--- src/rtl/cpu_data_axi_bridge.sv ---
// Bridges the core's SRAM-like data port to single-beat AXI4 reads and writes.
// Only one transaction is in flight; the core is told to wait until DONE has passed.
module cpu_data_axi_bridge #(
  parameter int            ID_W  = 4,
  parameter logic [ID_W-1:0] RD_ID = '0,
  parameter logic [ID_W-1:0] WR_ID = ID_W'(1)
) (
  input  logic            clk,
  input  logic            resetn,
  input  logic            data_req,
  input  logic            data_wr,
  input  logic [2:0]      data_size,
  input  logic [3:0]      data_wstrb,
  input  logic [31:0]     data_addr,
  input  logic [31:0]     data_wdata,
  output logic            data_addr_ok,
  output logic [31:0]     data_rdata,
  output logic            data_data_ok,
  output logic [ID_W-1:0] arid,
  output logic [31:0]     araddr,
  output logic [7:0]      arlen,
  output logic [2:0]      arsize,
  output logic [1:0]      arburst,
  output logic            arvalid,
  input  logic            arready,
  input  logic [ID_W-1:0] rid,
  input  logic [31:0]     rdata,
  input  logic [1:0]      rresp,
  input  logic            rlast,
  input  logic            rvalid,
  output logic            rready,
  output logic [ID_W-1:0] awid,
  output logic [31:0]     awaddr,
  output logic [7:0]      awlen,
  output logic [2:0]      awsize,
  output logic [1:0]      awburst,
  output logic            awvalid,
  input  logic            awready,
  output logic [31:0]     wdata,
  output logic [3:0]      wstrb,
  output logic            wlast,
  output logic            wvalid,
  input  logic            wready,
  input  logic [ID_W-1:0] bid,
  input  logic [1:0]      bresp,
  input  logic            bvalid,
  output logic            bready
);

  typedef enum logic [2:0] {
    S_IDLE  = 3'd0,
    S_RD_A  = 3'd1,
    S_RD_D  = 3'd2,
    S_WR_AW = 3'd3,
    S_WR_B  = 3'd4,
    S_DONE  = 3'd5
  } state_t;

  state_t      r_state, w_next;
  logic [31:0] r_addr, r_wdata, r_rdata;
  logic [2:0]  r_size, w_size_enc;
  logic [3:0]  r_wstrb;
  logic        r_aw_done, r_w_done;
  logic        w_accept, w_aw_fire, w_w_fire;

  // Response IDs and error codes are deliberately not inspected.
  logic w_unused;
  assign w_unused = ^{rid, rresp, bid, bresp};

  assign w_size_enc = (data_size == 3'd0) ? 3'd0 :
                      (data_size == 3'd1) ? 3'd1 : 3'd2;
  assign w_accept   = data_req && data_addr_ok;
  assign w_aw_fire  = awvalid && awready;
  assign w_w_fire   = wvalid && wready;

  always_ff @(posedge clk) begin
    if (!resetn) r_state <= S_IDLE;
    else         r_state <= w_next;
  end

  always_ff @(posedge clk) begin
    if (!resetn) begin
      r_addr    <= '0;
      r_size    <= '0;
      r_wstrb   <= '0;
      r_wdata   <= '0;
      r_rdata   <= '0;
      r_aw_done <= 1'b0;
      r_w_done  <= 1'b0;
    end else begin
      if (w_accept) begin
        r_addr    <= data_addr;
        r_size    <= w_size_enc;
        r_wstrb   <= data_wstrb;
        r_wdata   <= data_wdata;
        r_aw_done <= 1'b0;
        r_w_done  <= 1'b0;
      end
      // Remember each write channel's handshake so it is never re-issued.
      if (r_state == S_WR_AW) begin
        if (w_aw_fire) r_aw_done <= 1'b1;
        if (w_w_fire)  r_w_done  <= 1'b1;
      end
      if (r_state == S_RD_D && rvalid && rlast) r_rdata <= rdata;
    end
  end

  always_comb begin
    w_next = r_state;
    case (r_state)
      S_IDLE:  if (w_accept) w_next = data_wr ? S_WR_AW : S_RD_A;
      S_RD_A:  if (arready) w_next = S_RD_D;
      S_RD_D:  if (rvalid && rlast) w_next = S_DONE;
      S_WR_AW: if ((r_aw_done || w_aw_fire) && (r_w_done || w_w_fire)) w_next = S_WR_B;
      S_WR_B:  if (bvalid) w_next = S_DONE;
      S_DONE:  w_next = S_IDLE;
      default: w_next = S_IDLE;
    endcase
  end

  always_comb begin
    data_addr_ok = 1'b0;
    data_data_ok = 1'b0;
    arvalid      = 1'b0;
    rready       = 1'b0;
    awvalid      = 1'b0;
    wvalid       = 1'b0;
    bready       = 1'b0;
    case (r_state)
      S_IDLE:  data_addr_ok = 1'b1;
      S_RD_A:  arvalid = 1'b1;
      S_RD_D:  rready = 1'b1;
      S_WR_AW: begin
        awvalid = !r_aw_done;
        wvalid  = !r_w_done;
      end
      S_WR_B:  bready = 1'b1;
      S_DONE:  data_data_ok = 1'b1;
      default: ;
    endcase
  end

  assign data_rdata = r_rdata;
  assign arid       = RD_ID;
  assign araddr     = r_addr;
  assign arlen      = 8'd0;
  assign arsize     = r_size;
  assign arburst    = 2'b01;
  assign awid       = WR_ID;
  assign awaddr     = r_addr;
  assign awlen      = 8'd0;
  assign awsize     = r_size;
  assign awburst    = 2'b01;
  assign wdata      = r_wdata;
  assign wstrb      = r_wstrb;
  assign wlast      = 1'b1;

endmodule

--- config.mk ---
export PLATFORM = sky130hd
export DESIGN_NAME = cpu_data_axi_bridge
export DESIGN_NICKNAME = d
export VERILOG_FILES = /design/src/rtl/cpu_data_axi_bridge.sv
export SDC_FILE = /design/constraint.sdc
export NUM_CORES = 1
export LEC_CHECK = 0
export ABC_AREA = 1
export CAP_MARGIN = 40
export CELL_PAD_IN_SITES_DETAIL_PLACEMENT = 0
export CELL_PAD_IN_SITES_GLOBAL_PLACEMENT = 1
export CORE_UTILIZATION = 24
export DETAILED_ROUTE_END_ITERATION = 10
export PLACE_DENSITY = 0.86
export SETUP_SLACK_MARGIN = 0.4
export SKIP_LAST_GASP = 1
export SYNTH_ARGS = -nofsm -noshare
export SYNTH_HDL_FRONTEND = slang
export SYNTH_SLANG_ARGS = --single-unit
export TNS_END_PERCENT = 10
--- constraint.sdc ---
create_clock -name clk -period 1.9 [get_ports clk]
set_clock_uncertainty 0.1 [all_clocks]
set_input_delay 0.57 -clock clk [delete_from_list [all_inputs] [get_ports clk]]
set_output_delay 0.57 -clock clk [all_outputs]
set_load 0.05 [all_outputs]
==> impl_metrics.py, run 1 <==
metrics = {
    "sta": {
        "worst_pin_slew_ps": 530,
        "setup-tns-final_ps": -54.8,
        "timing.final.crit_share": 1.02,
        "rsz0062_at_grt": "true",
        "fmax_mhz": 516,
        "setup_slack_ps": -36.1,
        "min_period_ps": 1940,
        "hold_viol_final": 0,
        "max_slew_margin": 0.647,
        "slew_viol_final": 0,
        "setup_viol_count_final": 3,
    },
    "clock_network": {
        "clk_pin_slew_worst_paths_ps": 80,
        "cts_buffers": 9,
        "hold_buffers": 0,
        "clock-root-buffer": "clkbuf_16",
        "cts_tree": "yes",
        "clock_latency_ps": 340,
        "htreeDepth": 3,
        "cts.path.max_buffers": 2,
        "cts_sinks": 107,
    },
    "floorplan": {
        "ios": 299,
        "core-area_sq_um": 18300,
        "design.die.area_sq_um": 19500,
        "rows": 49,
        "fp.dieH_um": 140,
        "die_x_um": 140,
        "start_util": 0.249,
    },
    "cells_and_area": {
        "multi_input_area_sq_um": 2190,
        "antenna_cells": 0,
        "finish.utilization": 0.515,
        "final_area_sq_um": 9400,
        "seqCellArea_sq_um": 2160,
        "fin_cells": 1069,
        "area_delta_synth_final_pct": 107,
        "nets": 960,
        "n_fill_cell": 1633,
        "drive_above_1_share": 0.385,
    },
    "power_and_ir_drop": {
        "power.density_nw_per_um2": 1430,
        "p_leak_uw": 0.00373,
        "netSwitchingFraction": 0.420,
        "internal_power_uw": 7800,
        "pwr-share-comb": 0.630,
        "seqPwrFrac": 0.234,
        "p_sw_uw": 5650,
        "peakVddDrop_mv": 0.586,
        "clockPowerShare": 0.136,
    },
    "detailed_routing": {
        "via_per_inst": 4.42,
        "routed_wl_um": 16700,
        "drcViolationCount": 0,
        "vias": 4721,
        "firstDrtPassIters": 4,
        "postRouteAntennaNets": 0,
        "post_drt_wl_per_cell_um": 15.6,
        "drt_iter0_markers": 157,
    },
    "placement": {
        "dp_hpwl_um": 10700,
        "placedCellCount": 1011,
        "place_area_sq_um": 7930,
        "io_buffers": 255,
        "place_congestion": 0.756,
    },
    "global_routing": {
        "groute.usage.overall": 0.162,
        "grt_max_degree": 41,
        "grt_pass1_vias": 4402,
        "grt.overflow.total": 0,
        "antenna_found_initial": 0,
        "grt_pass1_wl_um": 24400,
    },
    "yosys": {
        "avgSynthCellArea_sq_um": 7.85,
        "synth_area_sq_um": 4550,
        "synth-seq-cells": 107,
        "yosysWarnings": 0,
        "synth_seq_area_share": 0.471,
        "synthArstFlopShare": 0,
        "syn-instance-count": 580,
        "synth-edff-count": 0,
        "synthFlopType": "dfxtp_1",
        "ys_types": 27,
    },
    "critical_path": {
        "crit_chain": "nand2_4 > nor2_4 > inv_2 > nor2_4 > buf_12",
        "cp_top_family": "flip-flops",
        "critical_path_class": "reg2out",
        "crit_path_frequent_cell": "nor2_4",
        "critPathSlowestCell": "dfxtp_4",
        "crit_fanout": 4,
        "crit_path_start_kind": "flip-flop",
        "cp.arrival_ps": 1270,
        "worstPathBufferInverterCount": 2,
        "endpoint_kind": "primary output",
        "critPathRequiredTime_ps": 1230,
        "critPathMaxStageDelay_ps": 390,
    },
    "run_status": {
        "status": "finished with violations",
        "violations": "negative setup slack",
    },
    "job": {
        "maxCapViolCount": 0,
    },
    "min_path": {
        "hp-class": "reg2reg",
    },
}
-- cell type report --
class                      count  share of cell area
clock buffer                  10              0.0254
sequential                   107               0.230
tap                          229              0.0305
timing repair buffer         319               0.470
multi-input combinational    384               0.233
clock inverter                 6             0.00426
inverter                      14             0.00679
-- layer usage --
metal / part of all wire / GRT usage
met3: 0.080 / 0.0544
met5: 0 / 0
met2: 0.52 / 0.286
met1: 0.38 / 0.176
met4: 0.020 / 0.0665
-- power by group through the flow --
| stage | combinational [uW] | sequential (uW) | clock, uW |
|---|---|---|---|
| finish | 8470 | 3150 | 1820 |
| global route | 8840 | 3200 | 1990 |
| CTS | 7840 | 3110 | 1880 |
| detailed placement | 5810 | 3140 | 0 |
| global placement | 5790 | 3130 | 0 |
| floorplan | 2500 | 4080 | 0 |
-- placed cells by master (no fill, tap or decap), drive strengths merged --
cell	count
clkinvlp	2
a211oi	1
a21oi	71
or2	1
nor3	3
nand3	71
bufbuf	1
clkinv	4
o21ai	33
conb	31
clkbuf	13
inv	14
a31oi	1
nor2	81
nand2	89
buf	204
dfxtp	107
a22oi	1
nand3b	1
clkdlybuf4s50	111
-- per-stage QoR --
stage / hold slack (ps) / worst slack [ps] / power (uW)
floorplan: 391 / 133 / 6580
global placement: 348 / -46.1 / 8920
detailed placement: 353 / -60.2 / 8950
CTS: 364 / -52.9 / 12800
global route: 381 / -110 / 14000
finish: 362 / -36.1 / 13400
-- cells in the mapped netlist, drive strengths merged (2+ instances only) --
cell,count,area share
buf,86,0.14
dfxtp,107,0.47
nand2,88,0.076
nor2,81,0.070
conb,2,0.0017
a21oi,71,0.078
clkbuf,18,0.016
nor3,3,0.0058
o21ai,33,0.036
nand3,71,0.079
inv,13,0.011
-- tightest hold or removal path: cells and delay by family (launching register included) --
kind               cells  cell delay [ps]
AOI/OAI and AO/OA      1               50
DFF                    1              310
and+or+nand+nor        1               60
-- sequential cells by signal (all words and copies together), names as in the netlist --
| register | cells |
|---|---|
| r_aw_done | 1 |
| wstrb | 4 |
| wdata | 32 |
| r_state | 3 |
| data_rdata | 32 |
| arsize | 2 |
| r_w_done | 1 |
| araddr | 32 |
-- timing repair --
item | in CTS | in global routing
setup buffers | 22 | 5
resized for setup | 80 | 73
gates cloned | 12 | 3
setup endpoints to repair | 248 | 250
pin swaps | 16 | 22
-- worst paths after layout --
| kind | slack, ps | end | cells after the start | start |
|---|---|---|---|---|
| worst max-delay path | -40 | wvalid | 5 | r_state[1] |
| worst max register to register | 120 | araddr[28] | 11 | r_state[2] |
| worst min register to register | 360 | wstrb[0] | 2 | wstrb[0] |
| worst min-delay path | 360 | wstrb[0] | 2 | wstrb[0] |
-- cells by family after synthesis --
family,after synthesis,share of synthesized area
AOI/OAI and AO/OA,107,0.120
buffers and inverters,119,0.173
DFF,107,0.471
other,2,0.00165
and+or+nand+nor,245,0.234
Note: power is estimated with default switching activity, not from simulation.
==> run 2: changes to the inputs <==
--- a/config.mk
+++ b/config.mk
@@ -10,7 +10,9 @@
 export CELL_PAD_IN_SITES_DETAIL_PLACEMENT = 0
 export CELL_PAD_IN_SITES_GLOBAL_PLACEMENT = 1
 export CORE_UTILIZATION = 24
+export CTS_CLUSTER_SIZE = 25
 export DETAILED_ROUTE_END_ITERATION = 10
+export GPL_ROUTABILITY_DRIVEN = 1
 export PLACE_DENSITY = 0.86
 export SETUP_SLACK_MARGIN = 0.4
 export SKIP_LAST_GASP = 1
==> results of run 2 <==
The final DEF is identical to that of run 1; final timing and power are the same.
==> run 3: changes to the inputs <==
--- a/config.mk
+++ b/config.mk
@@ -16,6 +16,7 @@
 export PLACE_DENSITY = 0.86
 export SETUP_SLACK_MARGIN = 0.4
 export SKIP_LAST_GASP = 1
+export SLEW_MARGIN = 20
 export SYNTH_ARGS = -nofsm -noshare
 export SYNTH_HDL_FRONTEND = slang
 export SYNTH_SLANG_ARGS = --single-unit
==> results of run 3 <==
The final DEF is identical to that of run 1; final timing and power are the same.
